## src/rtl/uart_frame_parser.sv

```systemverilog
// ---------------------------------------------------------------------------
// uart_frame_parser
//
// Assembles bytes from a UART receiver into 15-byte command frames:
//   HEAD, FUNC, D1..D11, CSUM, TAIL
//
// The frame is validated in three ways:
//   - the header must match HEAD_BYTE,
//   - CSUM must equal (FUNC + D1 + ... + D11) mod 256,
//   - the tail must match TAIL_BYTE.
//
// On a good frame, the registered outputs are loaded from the shadow copy and
// pack_done pulses for one cycle. Frames with a bad checksum, a bad tail, or a
// stall between bytes are dropped, and the matching error strobe pulses.
//
// Ports
//   clk_50M                in   system clock
//   rst_n                  in   synchronous reset, active low
//   rx_data[7:0]           in   byte from the UART receiver
//   rx_done                in   1-cycle strobe, rx_data valid
//   func_reg[7:0]          out  function code of the last good frame
//   rev_data1..11[7:0]     out  payload bytes of the last good frame
//   pack_done              out  1-cycle strobe, outputs hold a new good frame
//   csum_err               out  1-cycle strobe, frame dropped on checksum
//   frame_err              out  1-cycle strobe, frame dropped on tail/timeout
// ---------------------------------------------------------------------------
module uart_frame_parser #(
    parameter logic [7:0] HEAD_BYTE   = 8'hAA,
    parameter logic [7:0] TAIL_BYTE   = 8'h55,
    parameter int         TIMEOUT_CYC = 50000
) (
    input  logic       clk_50M,
    input  logic       rst_n,
    input  logic [7:0] rx_data,
    input  logic       rx_done,
    output logic [7:0] func_reg,
    output logic [7:0] rev_data1,
    output logic [7:0] rev_data2,
    output logic [7:0] rev_data3,
    output logic [7:0] rev_data4,
    output logic [7:0] rev_data5,
    output logic [7:0] rev_data6,
    output logic [7:0] rev_data7,
    output logic [7:0] rev_data8,
    output logic [7:0] rev_data9,
    output logic [7:0] rev_data10,
    output logic [7:0] rev_data11,
    output logic       pack_done,
    output logic       csum_err,
    output logic       frame_err
);

    localparam int CNT_W = $clog2(TIMEOUT_CYC + 1);

    // The counter holds the number of idle cycles already seen. The limit is
    // reached on the cycle that would be the TIMEOUT_CYC-th idle cycle.
    localparam logic [CNT_W-1:0] CNT_LAST = CNT_W'(TIMEOUT_CYC - 1);

    typedef enum logic [2:0] {
        S_IDLE,
        S_FUNC,
        S_DATA,
        S_CSUM,
        S_TAIL
    } state_t;

    state_t           state_reg, state_next;
    logic [7:0]       acc_reg, acc_next;
    logic [3:0]       idx_reg, idx_next;
    logic [CNT_W-1:0] cnt_reg, cnt_next;
    logic             pack_reg, pack_next;
    logic             csum_reg, csum_next;
    logic             frame_reg, frame_next;

    // Shadow entry 0 holds FUNC; entries 1..11 hold D1..D11.
    logic [7:0]       shadow_reg [0:11];
    logic [7:0]       hold_reg   [0:11];
    logic             shadow_we;
    logic [3:0]       shadow_addr;
    logic             load_out;

    always_ff @(posedge clk_50M) begin
        if (!rst_n) begin
            state_reg <= S_IDLE;
            acc_reg   <= 8'd0;
            idx_reg   <= 4'd0;
            cnt_reg   <= '0;
            pack_reg  <= 1'b0;
            csum_reg  <= 1'b0;
            frame_reg <= 1'b0;
        end else begin
            state_reg <= state_next;
            acc_reg   <= acc_next;
            idx_reg   <= idx_next;
            cnt_reg   <= cnt_next;
            pack_reg  <= pack_next;
            csum_reg  <= csum_next;
            frame_reg <= frame_next;
        end
    end

    // The shadow contents are only ever observed through hold_reg after a
    // complete good frame, so they need no reset.
    always_ff @(posedge clk_50M) begin
        if (shadow_we) begin
            shadow_reg[shadow_addr] <= rx_data;
        end
    end

    always_ff @(posedge clk_50M) begin
        if (!rst_n) begin
            for (int i = 0; i < 12; i++) begin
                hold_reg[i] <= 8'd0;
            end
        end else if (load_out) begin
            for (int i = 0; i < 12; i++) begin
                hold_reg[i] <= shadow_reg[i];
            end
        end
    end

    always_comb begin
        state_next  = state_reg;
        acc_next    = acc_reg;
        idx_next    = idx_reg;
        cnt_next    = cnt_reg;
        pack_next   = 1'b0;
        csum_next   = 1'b0;
        frame_next  = 1'b0;
        shadow_we   = 1'b0;
        shadow_addr = idx_reg;
        load_out    = 1'b0;

        if (rx_done) begin
            // An accepted byte always restarts the inter-byte timer, which
            // also cancels a timeout that would otherwise fire this cycle.
            cnt_next = '0;
            case (state_reg)
                S_IDLE: begin
                    if (rx_data == HEAD_BYTE) begin
                        state_next = S_FUNC;
                    end
                end
                S_FUNC: begin
                    shadow_we   = 1'b1;
                    shadow_addr = 4'd0;
                    acc_next    = rx_data;
                    idx_next    = 4'd1;
                    state_next  = S_DATA;
                end
                S_DATA: begin
                    shadow_we = 1'b1;
                    acc_next  = acc_reg + rx_data;
                    if (idx_reg == 4'd11) begin
                        idx_next   = 4'd0;
                        state_next = S_CSUM;
                    end else begin
                        idx_next = idx_reg + 4'd1;
                    end
                end
                S_CSUM: begin
                    if (rx_data == acc_reg) begin
                        state_next = S_TAIL;
                    end else begin
                        csum_next  = 1'b1;
                        state_next = S_IDLE;
                    end
                end
                S_TAIL: begin
                    if (rx_data == TAIL_BYTE) begin
                        load_out  = 1'b1;
                        pack_next = 1'b1;
                    end else begin
                        frame_next = 1'b1;
                    end
                    state_next = S_IDLE;
                end
                default: begin
                    state_next = S_IDLE;
                end
            endcase
        end else if (state_reg != S_IDLE) begin
            if (cnt_reg >= CNT_LAST) begin
                frame_next = 1'b1;
                state_next = S_IDLE;
                cnt_next   = '0;
                acc_next   = 8'd0;
                idx_next   = 4'd0;
            end else begin
                cnt_next = cnt_reg + CNT_W'(1);
            end
        end else begin
            cnt_next = '0;
        end
    end

    assign func_reg   = hold_reg[0];
    assign rev_data1  = hold_reg[1];
    assign rev_data2  = hold_reg[2];
    assign rev_data3  = hold_reg[3];
    assign rev_data4  = hold_reg[4];
    assign rev_data5  = hold_reg[5];
    assign rev_data6  = hold_reg[6];
    assign rev_data7  = hold_reg[7];
    assign rev_data8  = hold_reg[8];
    assign rev_data9  = hold_reg[9];
    assign rev_data10 = hold_reg[10];
    assign rev_data11 = hold_reg[11];
    assign pack_done  = pack_reg;
    assign csum_err   = csum_reg;
    assign frame_err  = frame_reg;

endmodule

```

## config.mk

```make
export PLATFORM = sky130hd
export DESIGN_NAME = uart_frame_parser
export DESIGN_NICKNAME = d
export VERILOG_FILES = /design/src/rtl/uart_frame_parser.sv
export SDC_FILE = /design/constraint.sdc
export NUM_CORES = 1
export LEC_CHECK = 0
export BUFFER_PORTS_ARGS = -buffer_cell sky130_fd_sc_hd__buf_4
export CORE_MARGIN = 2
export CORE_UTILIZATION = 25
export CTS_CLUSTER_SIZE = 28
export DETAILED_ROUTE_END_ITERATION = 10
export GPL_ROUTABILITY_DRIVEN = 1
export PLACE_DENSITY_LB_ADDON = 0.15
export SYNTH_ARGS = -nofsm -noshare
export SYNTH_HDL_FRONTEND = slang
export SYNTH_SLANG_ARGS = --single-unit
export TNS_END_PERCENT = 50
```

## constraint.sdc

```tcl
create_clock -name clk_50M -period 3.35 [get_ports clk_50M]
set_input_delay 0.335 -clock clk_50M [delete_from_list [all_inputs] [get_ports clk_50M]]
set_output_delay 0.335 -clock clk_50M [all_outputs]
set_load 0.01 [all_outputs]
```

Word level (Yosys, flattened, before mapping)
Memories as Yosys holds them, arrays and structs flattened.
Cells that the tools add are included.
{ "totals": {"reg_bits": 34, "ramBits": 192, "out_inout_bits": 99, "memories": 2} }
{ "classes": {"n_addsub": 3, "magnitude_cmp": 1, "n_eq_ne": 11, "mux": 47, "bitwise_logic": 14, "reduce_logical": 9} }
{ "memory_table": {"columns": ["name", "words", "width", "rd", "rd_clocked_by_memory_dff", "wr", "line", "text"], "rows": [
  ["hold_reg", 12, 8, 12, 0, 12, "77", "logic [7:0] hold_reg [0:11];"],
  ["shadow_reg", 12, 8, 12, 0, 1, "76", "logic [7:0] shadow_reg [0:11];"]
]} }
{ "ops": {"columns": ["op", "count"], "rows": [
  ["$mux 8", 15],
  ["$mux 4", 6],
  ["$mux 3", 6],
  ["$mux 1", 17],
  ["$add 16x1->16 const B", 1],
  ["$ge 16x16->1 const B", 1],
  ["$pmux 8 s2", 1],
  ["$or 1x1->1", 12],
  ["$pmux 3 s4", 1],
  ["$add 8x8->8", 1],
  ["$eq 8x7->1 const B", 1],
  ["$eq 8x8->1", 1],
  ["$eq 8x8->1 const B", 1],
  ["$pmux 4 s2", 1],
  ["$eq 3x2->1 const B", 2],
  ["$ne 3x3->1 const B", 2],
  ["$reduce_and 3->1", 2],
  ["$add 4x1->4 const B", 1],
  ["$eq 4x4->1 const B", 1],
  ["$reduce_and 4->1", 1],
  ["$reduce_bool 2->1", 2],
  ["$reduce_or 4->1", 1],
  ["$eq 3x1->1 const B", 1],
  ["$eq 3x3->1 const B", 1],
  ["other kinds (5)", 6]
]} }

Longest topological paths before layout
{ "logic_depth": {"ltp_word": 8, "depth_mapped": 9, "depth_no_buf": 9} }

Worst setup path before layout
No wires, ideal clock.
{ "synth_path": {"path_type": "input-to-reg", "start": "input rx_done", "end": "memory hold_reg[0][0], enable pin", "setup_ns": 0.457, "t_arrival_ns": 2.947, "required_ns": 2.893, "setup_slack_ns": -0.054, "path_stages": 5, "path_buffers": 1, "path_cell_list": "buf_2 > nor2b_1 > nand3b_1 > nand2b_1 > nand2_1"} }
{ "synth_rtl": {"columns": ["element", "line", "text"], "rows": [
  ["from (decl)", "35", "input logic rx_done,"],
  ["to (decl)", "77", null]
]} }

Worst setup path in the final report
{ "layout_path": {"start": "register state_reg[1]", "end": "memory shadow_reg[3][2], enable pin"} }
{ "layout_via": {"elab_chain_len": 6} }
{ "layout_lines": {"columns": ["element", "line", "text"], "rows": [
  ["from (decl)", "67", "state_t state_reg, state_next;"],
  ["from (signal assigned)", "92", "state_reg <= state_next;"],
  ["$eq 3x2->1 / $eq 3x1->1 (equally long branches)", "138", "case (state_reg)"],
  ["$reduce_or 2->1 (no line)", null, null],
  ["$mux 1", "138", null],
  ["$mux 1", "134", "if (rx_done) begin"],
  ["$mux 1", "105", "if (shadow_we) begin"],
  ["$mux 1 (not written as such)", "106", "shadow_reg[shadow_addr] <= rx_data;"],
  ["to (decl)", "76", null]
]} }
Parallel ways exist; a longest one is shown, timed or not.

==> reports/metrics.yaml <==
setup_path:
  cp-startpoint: "state_reg[1]"
  setup.worst_path.end_class: "flip-flop"
  cp_max_fo: 10
  crit_chain: "nor3b_2 > buf_4 > nand2_1 > or3_1 > nor2_1"
  r2r_cells: 5
  max_stage_delay_ps: 650
  rr_endpoint: "shadow_reg[3][2]"
  cp.arrival_ps: 2590
  cp_data_required_time_ps: 3480
  r2r_slack_ps: 890
  r2r-start: "state_reg[1]"
  worstSetupStartpointType: "flip-flop"
  slowest_stage: "nor2_1"
  crit_type: "flip-flop to flip-flop"
synth:
  synth_simple_gate_area_share_pct: 14.9
  synth_top_area_cell: "edfxtp_1"
  synth_mux_area_share_pct: 0.830
  synth_ff_type: "edfxtp_1"
  synth.top_cell.area_share_pct: 68.3
  synth-edff-count: 192
  yosys.cell_types.count: 46
  avgSynthCellArea_sq_um: 15.2
  synth_top_family_by_area: "simple AND/OR/NAND/NOR gates"
  yosys.area_share.adder_pct: 1.57
  seq_area_frac_synth_pct: 76.3
  synth_nets: 577
  postSynthCellCount: 556
  synthXorXnorAreaFrac_pct: 1.76
  synth_area_sq_um: 8450
  synth_compound_area_share_pct: 3.41
  synth_warnings: 0
  synth-seq-cells: 226
  synth.area.top_cells: "edfxtp_1, dfxtp_1, and2_1, nor2_1, ha_1"
  ys_async_sr_fraction_pct: 0
finish:
  fill_cells: 3356
  instances_no_fill: 1145
  area_growth_pct: 25.4
  drive_above_1_share_pct: 22.7
  final_nets: 701
  num_antenna_cells: 0
clock_tree:
  cts_resized: 0
  cts_hold_buf: 0
  cts.sinks: 226
  cts_setup_buffers: 0
  cts_root_buf: "clkbuf_16"
  clk_latency_ps: 510
  clockBufferDepth: 3
  cts_buffers: 24
  clk_pin_slew_worst_paths_ps: 60
  htreeDepth: 1
  cts_tree: "done"
global_route:
  antenna_found_initial: 0
  gr-total-overflow: 0
  grt_pass1_vias: 4884
  gr-usage-all-layers_pct: 10.3
  grt_pass1_wl_um: 28400
  grt_max_degree: 82
sta:
  relSlewSlack_pct: 44.7
  grt_setup_unrepaired: "false"
  fin_skew_ps: 19.0
  slew_viol_final: 0
  finalHoldViolations: 0
  tightest_slew_ps: 827
  fin_crit_ps: 2460
  whs_ps: 121
  timing.final.crit_share_pct: 73.6
  setup_tns_ps: 0
  fmax_ghz: 0.406
  finalSetupViolations: 0
power:
  comb_power_share_pct: 3.4
  power.share.switching_pct: 20.2
  p_clk_share_pct: 43.1
  vdd_drop_max_v: 0.000237
  intPower_mw: 4.62
  leakage_nw: 3.77
  pwr-share-seq_pct: 53.5
  powerDensity_nw_per_um2: 547
  netSwitchingPower_mw: 1.17
min_path:
  min-delay-start: "rx_data[2]"
  min_path_type: "primary input to flip-flop"
  min_to: "shadow_reg[10][2]"
  worstHoldPathCells: 1
drt:
  via_per_inst: 4.08
  drc: 0
  wire_per_inst_um: 16.0
  ant_nets: 0
  vias: 4669
  drtPass1Iterations: 6
  drt_iter0_drc: 235
  drt-total-wl_um: 18400
outcome:
  status: "finished, final reports clean"
die:
  start_util_pct: 25.3
  core_sq_um: 33400
  core.rowCount: 67
  die_area_sq_um: 35300
  dieHeight_um: 188
  io_pins: 110
  dieWidth_um: 188
job:
  cap_violations: 0
placement:
  hpwl_um: 11900
  portBuffers: 109
  routabilityCongestion: 0.738
  dp_cells: 1102
synth_stat cells, types with 2 or more instances:
master / number
xnor2_1: 9
or3_1: 6
nand2_1: 22
buf_2: 2
nor4bb_1: 3
nand3b_1: 4
and2_1: 96
nor2_1: 45
nand2b_1: 2
ha_1: 9
clkbuf_1: 13
nor4_1: 2
buf_4: 2
o21a_1: 2
a21oi_1: 15
o31ai_1: 4
nor3_1: 5
nand3_1: 17
edfxtp_1: 192
and4_1: 2
or2_2: 3
nor2b_1: 11
inv_1: 7
o211ai_1: 2
mux2i_1: 7
dfxtp_1: 34
a31o_2: 2
o21ai_0: 9
nand4_1: 5
xor2_1: 8
routing by layer:
layer  routed length [um]  GRT usage, %  part of all wire, %  vias up
li1                     -             -                    -     2260
met1                 8450          13.6                   46     2262
met2                 8570          17.1                   47      115
met3                  927          2.11                  5.0       32
met4                  420          3.18                  2.3        0
met5                    0             0                    0        -
cell usage in the layout (no fill, tap or decap), drive strengths merged, types with 3 or more instances in the layout:
| cell | synthesis | final |
|---|---|---|
| nor4bb | 3 | 3 |
| xor2 | 8 | 8 |
| o21ai | 10 | 10 |
| nand3b | 4 | 4 |
| dfxtp | 34 | 34 |
| nor2 | 45 | 45 |
| nand2 | 22 | 22 |
| a21oi | 15 | 15 |
| clkbuf | 14 | 34 |
| buf | 4 | 116 |
| xnor2 | 9 | 9 |
| o211ai | 3 | 3 |
| nor3 | 5 | 5 |
| mux2i | 7 | 7 |
| or2 | 3 | 3 |
| and2 | 96 | 96 |
| o31ai | 4 | 4 |
| nand4 | 5 | 5 |
| nand3 | 17 | 17 |
| edfxtp | 192 | 192 |
| clkinv | 0 | 7 |
| or3 | 6 | 6 |
| ha | 9 | 9 |
| nor2b | 11 | 11 |
| inv | 7 | 7 |
power groups by stage:
stage	Clock, mW	Combinational (mW)	Sequential (mW)
finish	2.50	0.194	3.10
global route	2.69	0.211	3.10
CTS	2.59	0.201	3.10
detailed placement	0	0.200	3.16
global placement	0	0.198	3.16
floorplan	0	0.0455	3.18
worst max path at each step:
stage | end | slack [ps] | depth (start not counted)
final | shadow_reg[3][2] | 890 | 5
after global placement | hold_reg[1][10] | 920 | 6
after floorplan | hold_reg[0][0] | 850 | 5
after CTS | shadow_reg[3][4] | 850 | 5
after detailed placement | hold_reg[1][10] | 870 | 6
after global routing | shadow_reg[3][2] | 720 | 5
layout make-up:
| class | count | area [sq um] | share of cell area [%] |
|---|---|---|---|
| multi-input combinational | 305 | 1910 | 18.0 |
| sequential | 226 | 6450 | 60.9 |
| timing repair buffer | 116 | 896 | 8.46 |
| inverter | 7 | 26.3 | 0.248 |
| tap | 448 | 561 | 5.29 |
| clock buffer | 34 | 668 | 6.31 |
| clock inverter | 9 | 82.6 | 0.780 |
stage by stage:
stage	worst slack (ps)	instance area, sq um	total power, mW	utilization [%]
floorplan	854	8450	3.23	-
global placement	919	9840	3.36	29.5
detailed placement	874	9840	3.36	29.5
CTS	848	10600	5.89	31.7
global route	716	10600	6.01	31.7
finish	886	10600	5.79	31.7
cell families (layout without fill, tap and decap cells):
kind of cell	after synthesis	after routing
mux	7	7
flops	226	226
buf+inv	25	166
xor+xnor	17	17
fa+ha+maj	10	10
simple gates	227	227
compound gates	44	44
worst max-delay path, delay by kind of cell (launching register included):
kind	cells	cell delay, ps
simple gates	4	1370
flops	1	510
buf+inv	1	200
No activity file was read; power rests on OpenSTA's default activity.
